$ cat src/rtl/flash_audio_reader.sv
// Flash-to-audio playback engine: fetches 32-bit flash words over Avalon-MM and
// emits two 8-bit samples per word, one per sample_tick, forward or reverse.
module flash_audio_reader #(
  parameter logic [22:0] END_ADDR = 23'h7FFFF
) (
  input  logic        clk,
  input  logic        reset_n,
  input  logic        play,
  input  logic        count_forward,
  input  logic        reset_address,
  input  logic        sample_tick,
  output logic        flash_mem_read,
  output logic [22:0] flash_mem_address,
  output logic [3:0]  flash_mem_byteenable,
  input  logic        flash_mem_waitrequest,
  input  logic [31:0] flash_mem_readdata,
  input  logic        flash_mem_readdatavalid,
  output logic [7:0]  audio_data,
  output logic        audio_valid
);

  typedef enum logic [2:0] {
    IDLE, FETCH, WAIT_DATA, TICK_A, TICK_B, ADVANCE
  } state_t;

  state_t      state, state_nxt;
  logic [22:0] addr_nxt;
  logic        read_nxt;
  logic [15:0] word, word_nxt;
  logic        dir, dir_nxt;
  logic [7:0]  data_nxt;
  logic        valid_nxt;
  logic        reset_pending, pend_nxt;
  logic        accept, restart;
  logic [22:0] reload;
  logic [7:0]  first_sample, second_sample;
  logic        unused_bytes;

  assign flash_mem_byteenable = 4'b1111;
  assign unused_bytes = ^{flash_mem_readdata[23:16], flash_mem_readdata[7:0]};

  // word holds {readdata[31:24], readdata[15:8]}; the other bytes are never played
  assign first_sample  = dir ? word[7:0]  : word[15:8];
  assign second_sample = dir ? word[15:8] : word[7:0];
  assign reload        = count_forward ? '0 : END_ADDR;

  always_comb begin
    state_nxt = state;
    addr_nxt  = flash_mem_address;
    read_nxt  = flash_mem_read;
    word_nxt  = word;
    dir_nxt   = dir;
    data_nxt  = audio_data;
    valid_nxt = 1'b0;
    pend_nxt  = reset_pending;
    accept    = 1'b0;
    restart   = 1'b0;

    case (state)
      IDLE: begin
        if (reset_address) restart = 1'b1;
        state_nxt = FETCH;
        read_nxt  = 1'b1;
      end
      FETCH: begin
        if (reset_address) pend_nxt = 1'b1;
        if (!flash_mem_waitrequest) begin
          read_nxt  = 1'b0;
          state_nxt = WAIT_DATA;
          accept    = flash_mem_readdatavalid;
        end
      end
      WAIT_DATA: begin
        if (reset_address) pend_nxt = 1'b1;
        accept = flash_mem_readdatavalid;
      end
      TICK_A: begin
        if (reset_address) begin
          restart = 1'b1;
        end else if (sample_tick && play) begin
          data_nxt  = first_sample;
          valid_nxt = 1'b1;
          state_nxt = TICK_B;
        end
      end
      TICK_B: begin
        if (reset_address) begin
          restart = 1'b1;
        end else if (sample_tick && play) begin
          data_nxt  = second_sample;
          valid_nxt = 1'b1;
          state_nxt = ADVANCE;
        end
      end
      ADVANCE: begin
        if (reset_address) begin
          restart = 1'b1;
        end else begin
          if (count_forward)
            addr_nxt = (flash_mem_address == END_ADDR) ? '0 : flash_mem_address + 23'd1;
          else
            addr_nxt = (flash_mem_address == '0) ? END_ADDR : flash_mem_address - 23'd1;
          state_nxt = FETCH;
          read_nxt  = 1'b1;
        end
      end
      default: state_nxt = IDLE;
    endcase

    // A completed read with a pending (or coincident) restart discards its word
    if (accept) begin
      if (reset_pending || reset_address) begin
        restart = 1'b1;
      end else begin
        word_nxt  = {flash_mem_readdata[31:24], flash_mem_readdata[15:8]};
        dir_nxt   = count_forward;
        state_nxt = TICK_A;
      end
    end

    if (restart) begin
      addr_nxt  = reload;
      pend_nxt  = 1'b0;
      state_nxt = FETCH;
      read_nxt  = 1'b1;
    end
  end

  always_ff @(posedge clk or negedge reset_n) begin
    if (!reset_n) begin
      state             <= IDLE;
      flash_mem_address <= '0;
      flash_mem_read    <= 1'b0;
      word              <= '0;
      dir               <= 1'b1;
      audio_data        <= '0;
      audio_valid       <= 1'b0;
      reset_pending     <= 1'b0;
    end else begin
      state             <= state_nxt;
      flash_mem_address <= addr_nxt;
      flash_mem_read    <= read_nxt;
      word              <= word_nxt;
      dir               <= dir_nxt;
      audio_data        <= data_nxt;
      audio_valid       <= valid_nxt;
      reset_pending     <= pend_nxt;
    end
  end

endmodule

$ cat config.mk
export PLATFORM = sky130hd
export DESIGN_NAME = flash_audio_reader
export DESIGN_NICKNAME = d
export VERILOG_FILES = /design/src/rtl/flash_audio_reader.sv
export SDC_FILE = /design/constraint.sdc
export NUM_CORES = 1
export LEC_CHECK = 0
export CAP_MARGIN = 20
export CORE_ASPECT_RATIO = 1.2
export CORE_MARGIN = 2
export CORE_UTILIZATION = 29
export CTS_BUF_LIST = sky130_fd_sc_hd__clkbuf_16
export DETAILED_ROUTE_END_ITERATION = 10
export PLACE_DENSITY = 0.6
export SLEW_MARGIN = 10
export SYNTH_ARGS = -nofsm -noshare
export SYNTH_HDL_FRONTEND = slang
export SYNTH_SLANG_ARGS = --single-unit
$ cat constraint.sdc
create_clock -name clk -period 5.3 [get_ports clk]
set_input_delay 1.06 -clock clk [delete_from_list [all_inputs] [get_ports clk]]
set_output_delay 1.06 -clock clk [all_outputs]
set_load 0.005 [all_outputs]
==> results.md, run 1 <==
* Final Hold Viols at 0
* Setup TNS at 0 ps
* Site row count at 44
* Count of mapped cells out of synthesis at 395
* Post-route non-filler standard cell count at between 500 and 600
* Number of enable flip-flop cells after synthesis at 0
* Count of distinct cell types in the synthesized netlist at 61
* Post-CTS setup repair buffer count at 0
* Global-route wire length before repair at approximately 16 mm
* CTS root buf: clkbuf_16
* Post-DP HPWL at between 6 and 7 mm
* Critical Path Start Type: primary input
* Combined area of all synthesized cells at around 0.0035 mm²
* Antenna Violating Nets Remaining at 0
* Max Cap Violations at 0
* Via count of the first global-routing pass at about 3100
* Synth top area share at 0.378
* GPL Wtd Cong at around 0.88
* Number of buffers on the longest clock path at 2
* Largest area contributor in the netlist: dfrtp_1
* Die Height at 124 µm
* Effective utilization at floorplan at 0.293
* GR Util All Layers at 0.146
* Number of gates resized after cts at 0
* Share of post-route cells with drive strength above 1 at 0.100
* Initial DRT Pass Iterations at 5
* Overflow after GRT at 0
* Initial antenna violation count at 0
* # diodes at 0
* Ratio of routed vias to standard cells at 5.34
* Share of the clock period used by the worst path at 0.676
* Data required, critical path at approximately 5500 ps
* Power per cell area at roughly 480 mW/mm²
* Total setup violations reported at the end of the flow at 0
* Leakage at around 0.0017 µW
* Setup repair after global routing missed its margin: no
* Run status: finished, final reports clean
* Largest family of logic cells by synthesized area: simple AND/OR/NAND/NOR gates
* Data arrival at the endpoint of the critical path at between 3000 and 4000 ps
* Number of buffer cells added on primary ports at 56
* WL per Instance at around 16 µm
* Time the worst path needs with I/O delays and setup at 3580 ps
* Dominant register cell in the synthesized netlist: dfrtp_1
* Worst ir drop on vdd at 0.169 mV
* Top Ports at just under 80
* Routed wire length at roughly 9.5 mm
* Initial drt markers at about 210
* Cts bufs inserted at 5
* Deepest level of the CTS H-tree at 2
* Placeable Area at ~0.012 mm²
* Post-synthesis sequential element count at 54
* Highest Clock Rate at between 200 and 300 MHz
* Clk_lat worst skew at approximately 300 ps
* Endpoint class of the critical path: flip-flop
* Yosys warning count at 0
* Fraction of the yosys area taken by sequential cells at 0.386
* Share of cell area taken by muxes after synthesis at 0.0774
* Clk pin slew, worst setup/hold paths at 80 ps
* Type of the worst min-delay path: flip-flop to flip-flop
* Adder-cell share of the synthesized area at 0.0107
* Worst-path fanout max at 11
* Synth area leaders: dfrtp_1, mux2_2, o21ai_0, nor2_1, a21oi_1
* Area growth from synthesis to layout at 22.7%
* Post-synthesis share of cell area spent on and, or, nand and nor gates at 0.231
* Async SR Flop Fraction at 1.00
* Full die area at 0.0130 mm²
* Max-slew headroom at 0.189
* TritonCTS clock tree: yes
* Slew @ Worst Pin at about 1200 ps
* Vias after detailed routing at 3200
* Mapped Avg Cell Area at 8.88 µm²
* Count of clock tree sinks at 54
* Count of final max-slew check failures at 0
* Largest net degree at the start of global routing at 55
* Cell total after placement at roughly 590
* Post-route clock skew at between 6 and 7 ps
* Die X-Extent at around 100 µm
* Share of the synthesized area in compound gates (AO/OA/AOI/OAI) at 0.195
* Number of nets in the layout at 480
* Setup Crit Path Kind: primary input to flip-flop
* Hold buffer count at cts at 0
* Fraction of synthesized cell area in xor and xnor cells at 0.0450
* Post-route DRC at 0
per-stage QoR:
stage	instance area (µm²)	setup slack (ps)	hold WS [ps]	power (µW)	util
floorplan	3520	2800	468	1370	-
global placement	4150	1540	479	1720	0.347
detailed placement	4150	1450	485	1740	0.347
CTS	4300	1780	496	2100	0.360
global route	4300	1610	503	2240	0.360
finish	4300	1720	491	2080	0.360
sequential cells by signal, indices dropped and copies added, names as in the netlist:
signal,count
audio_data,8
audio_valid,1
dir,1
flash_mem_address,23
flash_mem_read,1
reset_pending,1
state,3
word,16
critical path, stage by stage:
cell and delay [ps]:
clkdlybuf4s50_1 520, nor3b_2 90, o211a_1 290, a32oi_1 880, a21oi_1 480, a221o_1 430
path summary, 6_finish.rpt:
check | startpoint | depth (start not counted) | slack (ps) | endpoint
hold / removal | dir$_DFFE_PN1P_ | 2 | 490 | dir$_DFFE_PN1P_
min in group asynchronous | reset_n | 2 | 890 | flash_mem_read$_DFFE_PN0P_
max in group asynchronous | reset_n | 2 | 3930 | word[2]$_DFFE_PN0P_
setup reg to reg | state[1]$_DFF_PN0_ | 5 | 2310 | flash_mem_address[7]$_DFFE_PN0P_
setup / recovery | flash_mem_waitrequest | 6 | 1720 | flash_mem_address[7]$_DFFE_PN0P_
hold reg to reg | dir$_DFFE_PN1P_ | 2 | 490 | dir$_DFFE_PN1P_
layout by cell type (no fill, tap or decap), types with 3 or more instances in the layout:
| cell type | synthesis | final |
|---|---|---|
| o211a_1 | 3 | 3 |
| nor3_1 | 19 | 19 |
| mux2_2 | 17 | 17 |
| a31oi_1 | 10 | 10 |
| conb_1 | 1 | 4 |
| dfrtp_1 | 53 | 53 |
| a31o_2 | 3 | 3 |
| a21oi_1 | 25 | 25 |
| xor2_1 | 12 | 12 |
| clkbuf_16 | 0 | 5 |
| a221o_1 | 4 | 4 |
| inv_1 | 11 | 11 |
| ha_1 | 3 | 3 |
| nor2b_1 | 3 | 3 |
| nand2_1 | 23 | 23 |
| or3_1 | 3 | 3 |
| o21ai_0 | 29 | 29 |
| a22oi_1 | 5 | 5 |
| a21o_1 | 5 | 5 |
| nor4_1 | 11 | 11 |
| nor2_1 | 36 | 36 |
| nand4_1 | 5 | 5 |
| nand2b_1 | 3 | 3 |
| mux2i_1 | 8 | 8 |
| nand3_1 | 20 | 20 |
| xnor2_1 | 6 | 6 |
| nand3b_1 | 4 | 4 |
| and3_1 | 6 | 6 |
| clkdlybuf4s50_1 | 0 | 55 |
| buf_4 | 8 | 3 |
cell type report:
| class | count | area (µm²) |
|---|---|---|
| inverters | 11 | 41.3 |
| clock buffers | 5 | 125 |
| fillers | 1265 | 7640 |
| flip-flops and latches | 54 | 1350 |
| well taps | 161 | 201 |
| multi-input cells | 306 | 1970 |
| clock inverters | 3 | 28.8 |
| repair buffers | 59 | 578 |
layer usage:
layer	global-route usage	vias up	wire length (µm)
met5	0	-	0
met4	0.0580	0	174
met3	0.0272	16	434
met2	0.248	99	4660
met1	0.183	1552	4180
li1	-	1533	-
cells by family (layout without fill, tap and decap cells):
kind of cell | after synthesis | in the layout
AND/OR/NAND/NOR | 151 | 151
AO/OA/AOI/OAI | 105 | 105
flip-flops | 54 | 54
buffers and inverters | 38 | 78
multiplexers | 25 | 25
XOR/XNOR | 18 | 18
adder cells (fa/ha/maj) | 3 | 3
other | 1 | 4
Yosys cell counts, types with 10 or more instances:
cell type	number
mux2_2	17
a21oi_1	25
dfrtp_1	53
nor4_1	11
nor3_1	19
a31oi_1	10
inv_1	11
nor2_1	36
nand3_1	20
clkbuf_1	10
o21ai_0	29
nand2_1	23
xor2_1	12
where the power goes:
part           total (µW)  switching, µW  internal, µW
Sequential            831            246           584
Combinational         903            420           483
Clock                 346            165           181
Total                2080            832          1250
Note: power is estimated with default switching activity, not from simulation.
==> inputs of run 2 (changes only) <==
==> constraint.sdc (replaced) <==
create_clock -name clk -period 3.5 [get_ports clk]
set_input_delay 0.7 -clock clk [delete_from_list [all_inputs] [get_ports clk]]
set_output_delay 0.7 -clock clk [all_outputs]
set_load 0.005 [all_outputs]
==> run 2 against run 1 <==
Net effect: global-route usage grew 0.52 points; first-iteration DRC count grew 19%; largest cell class unchanged; worst setup slack lost 920 ps; die area is the same; critical path type is now flip-flop to flip-flop; critical path depth grew 1; clock skew shrank 1.4 ps; cell count grew 1.5%; combinational power grew 54%; sequential share of layout area shrank 0.49 points; core utilization grew 0.57 points; clock power grew 51%; sequential cell count is the same.
==> results.md, run 2 (same netlist as run 1, synthesis figures left out) <==
* Run status: finished, final reports clean
* Ratio of routed vias to standard cells at 5.34
* Leakage at 0.00175 µW
* Data required, critical path at between 3000 and 4000 ps
* Endpoint class of the critical path: flip-flop
* Antenna Violating Nets Remaining at 0
* Routed wire length at about 9.6 mm
* CTS root buf: clkbuf_16
* Number of gates resized after cts at 0
* # diodes at 0
* Post-route clock skew at 4.81 ps
* Slew @ Worst Pin at about 820 ps
* GPL Wtd Cong at roughly 0.90
* Initial DRT Pass Iterations at 4
* Initial drt markers at between 200 and 300
* Share of the clock period used by the worst path at 0.772
* Post-DP HPWL at about 7 mm
* Setup TNS at 0 ps
* Vias after detailed routing at 3244
* Share of post-route cells with drive strength above 1 at 0.119
* Effective utilization at floorplan at 0.293
* Commonest cells after routing, fill and taps aside: clkdlybuf4s50_1, dfrtp_1, nor2_1, o21ai_0, a21oi_1
* Via count of the first global-routing pass at 3218
* Post-route DRC at 0
* Clk pin slew, worst setup/hold paths at roughly 80 ps
* Site row count at 44
* Number of buffers on the longest clock path at 2
* Top Registers: flash_mem_address (23), word (16), audio_data (8)
* Setup repair after global routing missed its margin: no
* Total setup violations reported at the end of the flow at 0
* Data arrival at the endpoint of the critical path at approximately 2900 ps
* Overflow after GRT at 0
* Full die area at ~0.013 mm²
* Most flop-heavy register: flash_mem_address
* Clk_lat worst skew at 300 ps
* Top Ports at 77
* Largest net degree at the start of global routing at 32
* Placeable Area at ~0.012 mm²
* Cts bufs inserted at 5
* Leading cell type in the layout, fill and taps excluded: clkdlybuf4s50_1
* Critical Path Start Type: flip-flop
* Flip-flop count of the largest register after layout at 23
* Power per cell area at between 700 and 800 mW/mm²
* Initial antenna violation count at 0
* Area growth from synthesis to layout at 24.6%
* Post-CTS setup repair buffer count at 0
* Worst-path fanout max at 10
* Count of clock tree sinks at 54
* Global-route wire length before repair at roughly 16 mm
* Number of nets in the layout at 489
* Worst ir drop on vdd at around 0.24 mV
* Highest Clock Rate at 370 MHz
* Type of the worst min-delay path: primary input to async pin
* Fill cell total of the finished layout at about 1200
* Deepest level of the CTS H-tree at 2
* Area occupied by multi-input gates at slightly below 0.002 mm²
* Cell area after placement at around 0.0042 mm²
* Time the worst path needs with I/O delays and setup at about 2700 ps
* Die X-Extent at between 100 and 150 µm
* Max-slew headroom at 0.448
* GR Util All Layers at 0.152
* Hold buffer count at cts at 0
* TritonCTS clock tree: yes
* Final standard cell area without fillers at 0.00437 mm²
* Number of buffer cells added on primary ports at 56
* Final Hold Viols at 0
* Count of final max-slew check failures at 0
* WL per Instance at about 16 µm
* Max Cap Violations at 0
* Setup Crit Path Kind: flip-flop to flip-flop
* Die Height at around 120 µm
* Sequential cell area at 0.00135 mm²
==> run 2: changes by cell type in the layout (fill, tap and decap cells not counted), sizes merged <==
| cell | previous run | this run |
|---|---|---|
| buf | 4 | 13 |
==> run 2: path summary, 6_finish.rpt <==
| path | start | to | slack (ps) | cells past startpoint |
|---|---|---|---|---|
| worst min register to register | dir$_DFFE_PN1P_ | dir$_DFFE_PN1P_ | 500 | 2 |
| worst min-delay path | reset_n | state[0]$_DFF_PN0_ | 460 | 1 |
| max in group asynchronous | reset_n | word[4]$_DFFE_PN0P_ | 2340 | 2 |
| worst max register to register | flash_mem_address[0]$_DFFE_PN0P_ | flash_mem_address[6]$_DFFE_PN0P_ | 800 | 7 |
| min in group clk | dir$_DFFE_PN1P_ | dir$_DFFE_PN1P_ | 500 | 2 |
| worst max-delay path | flash_mem_address[0]$_DFFE_PN0P_ | flash_mem_address[6]$_DFFE_PN0P_ | 800 | 7 |
==> run 2: final cells by class <==
class	count	area share
multi-input combinational	306	0.452
sequential	54	0.310
timing repair buffer	68	0.148
tap	161	0.0461
clock buffer	5	0.0286
inverter	11	0.00945
clock inverter	3	0.00659
==> run 2: routing by layer <==
metal	share of wire	wire length, µm	track usage	vias up
li1	-	-	-	1560
met2	0.48	4550	0.243	112
met3	0.052	494	0.0262	11
met4	0.017	164	0.0644	0
met1	0.45	4340	0.201	1561
met5	0	0	0	-
==> run 2: where the power goes <==
part           internal (µW)  switching, µW  total, µW
Combinational            750            635       1390
Clock                    273            250        524
Sequential               884            373       1260
==> run 2: metrics by stage <==
step	std cells	utilization	power, µW	hold WS [ps]	worst slack [ps]
finish	608	0.366	3170	465	796
global route	608	0.366	3410	516	668
CTS	608	0.366	3200	488	801
detailed placement	600	0.353	2660	494	528
global placement	600	0.353	2630	479	543
floorplan	398	-	2080	404	1360
==> run 2: worst max-delay path: stages (launching register included) <==
cell,delay (ps)
dfrtp_1,560
ha_1,360
nand4_1,160
or4_4,480
o21ai_2,390
nor2_2,150
a21o_1,200
a221o_1,280
==> inputs of run 3 (changes only) <==
--- a/config.mk
+++ b/config.mk
@@ -11,7 +11,7 @@
 export CORE_UTILIZATION = 29
 export CTS_BUF_LIST = sky130_fd_sc_hd__clkbuf_16
 export DETAILED_ROUTE_END_ITERATION = 10
-export PLACE_DENSITY = 0.6
+export PLACE_DENSITY = 0.62
 export SLEW_MARGIN = 10
 export SYNTH_ARGS = -nofsm -noshare
 export SYNTH_HDL_FRONTEND = slang
==> constraint.sdc (replaced) <==
create_clock -name clk -period 2.45 [get_ports clk]
set_input_delay 0.49 -clock clk [delete_from_list [all_inputs] [get_ports clk]]
set_output_delay 0.49 -clock clk [all_outputs]
set_load 0.005 [all_outputs]
==> run 3 against run 2 <==
Net effect: sequential power rose by 33%; fmax rose by 17%; clock skew fell by 1.2 ps; sequential share of layout area fell by 2.0 points; die area did not move; sequential cell count did not move; critical path type unchanged; largest cell class unchanged.
==> results.md, run 3 (same netlist as run 1, synthesis figures left out) <==
* Flip-flop count of the largest register after layout at 23
* CTS root buf: clkbuf_16
* Pre-CTS WS at -58.8 ps
* Setup repair after global routing missed its margin: no
* Count of clock tree sinks at between 50 and 60
* GPL Wtd Cong at about 0.88
* Time the worst path needs with I/O delays and setup at between 2000 and 2500 ps
* Global-route wire length before repair at about 17 mm
* Highest Clock Rate at 431 MHz
* Power per cell area at ~1000 mW/mm²
* Most flop-heavy register: flash_mem_address
* Clk_lat worst skew at 300 ps
* Launching element of the worst setup path: flash_mem_address[3]$_DFFE_PN0P_
* Overflow after GRT at 0
* Delay of the slowest cell on the worst path at approximately 600 ps
* Clk pin slew, worst setup/hold paths at around 70 ps
* Number of buffers on the longest clock path at 2
* Final Hold Viols at 0
* Number of buffer cells added on primary ports at 56
* Initial antenna violation count at 0
* Effective utilization at floorplan at 0.293
* Slew @ Worst Pin at between 800 and 900 ps
* Antenna Violating Nets Remaining at 0
* Cell chain of the critical path: nand4_2 -> or4_4 -> o21ai_2 -> buf_4 -> o21ai_2 -> a311o_1
* Placeable Area at around 0.012 mm²
* Initial DRT Pass Iterations at 6
* Die X-Extent at about 100 µm
* Top Registers: flash_mem_address (23), word (16), audio_data (8)
* Leading cell type in the layout, fill and taps excluded: clkdlybuf4s50_1
* Routed wire length at approximately 10 mm
* Reg-to-reg critical path startpoint: flash_mem_address[3]$_DFFE_PN0P_
* CP max stage cell: or4_4
* Largest net degree at the start of global routing at between 40 and 50
* Share of post-route cells with drive strength above 1 at 0.191
* GR Util All Layers at 0.161
* Max Cap Violations at 0
* Endpoint class of the critical path: flip-flop
* Number of nets in the layout at roughly 530
* Area growth from synthesis to layout at 33.4%
* Overall power after layout at around 4800 µW
* Slack of the critical path at ~130 ps
* Post-route DRC at 0
* Post-route non-filler standard cell count at between 600 and 700
* Post-route clock skew at between 3 and 4 ps
* Vias after detailed routing at around 3400
* WL per Instance at 15.8 µm
* Number of gates resized after cts at 0
* Ratio of routed vias to standard cells at around 5.3
* # diodes at 0
* Commonest cells after routing, fill and taps aside: clkdlybuf4s50_1, dfrtp_1, buf_4, nor2_1, o21ai_0
* Cell total after placement at 640
* Top delay family on crit path: simple AND/OR/NAND/NOR gates
* Post-CTS setup repair buffer count at 0
* Worst-path fanout max at 7
* Top Ports at 77
* Run status: finished, final reports clean
* Worst path bufs/invs at 1
* Die Height at ~120 µm
* Site row count at 44
* Setup Crit Path Kind: flip-flop to flip-flop
* Data arrival at the endpoint of the critical path at around 2500 ps
* TritonCTS clock tree: yes
* Via count of the first global-routing pass at ~3400
* Deepest level of the CTS H-tree at 2
* Max-slew headroom at 0.402
* Share of the clock period used by the worst path at 0.947
* Initial drt markers at roughly 220
* Full die area at 0.0130 mm²
* Top cell by count, worst path: o21ai_2
* Worst ir drop on vdd at around 0.41 mV
* Post-DP HPWL at roughly 7.6 mm
* Cts bufs inserted at 5
* Count of final max-slew check failures at 0
* Setup TNS at 0 ps
* Leakage at ~0.0019 µW
* Critical Path Start Type: flip-flop
* Type of the worst min-delay path: primary input to async pin
* Total setup violations reported at the end of the flow at 0
* Data required, critical path at about 2600 ps
* Hold buffer count at cts at 0
## run 3: changes by cell type in the layout (fill, tap and decap cells not counted), sizes merged
cell / previous run / this run
clkinvlp: 0 / 2
buf: 13 / 53
clkinv: 2 / 0
## run 3: cell type report
| cell class | count | area (µm²) |
|---|---|---|
| clock buffers | 5 | 125 |
| clock inverters | 3 | 23.8 |
| fillers | 1199 | 7270 |
| inverters | 11 | 41.3 |
| multi-input cells | 306 | 1970 |
| flip-flops and latches | 54 | 1350 |
| well taps | 161 | 201 |
| repair buffers | 108 | 958 |
## run 3: final timing paths
| check | to | depth (start not counted) | slack (ps) |
|---|---|---|---|
| setup / recovery | flash_mem_address[12]$_DFFE_PN0P_ | 6 | 130 |
| hold / removal | state[0]$_DFF_PN0_ | 1 | 310 |
| setup reg to reg | flash_mem_address[12]$_DFFE_PN0P_ | 6 | 130 |
| hold reg to reg | dir$_DFFE_PN1P_ | 2 | 490 |
| max in group asynchronous | flash_mem_address[13]$_DFFE_PN0P_ | 2 | 1470 |
| min in group clk | dir$_DFFE_PN1P_ | 2 | 490 |
## run 3: power by group
group	leakage [µW]	total (µW)	internal [µW]	switching (µW)
registers	0.000665	1670	1270	402
logic	0.00121	2420	1290	1130
clock network	0.0000664	728	383	345
## run 3: metal layers
| layer | up-vias | GRT usage | routed length [µm] |
|---|---|---|---|
| met5 | - | 0 | 0 |
| met3 | 16 | 0.0277 | 482 |
| li1 | 1640 | - | - |
| met4 | 0 | 0.0525 | 204 |
| met1 | 1673 | 0.208 | 4500 |
| met2 | 111 | 0.272 | 5070 |
## run 3: per-stage QoR
stage	cell area, µm²	util	hold slack (ps)
after floorplan	3520	-	194
after global routing	4680	0.391	399
after CTS	4680	0.391	356
after global placement	4520	0.378	478
after detailed placement	4530	0.379	489
final	4680	0.391	314
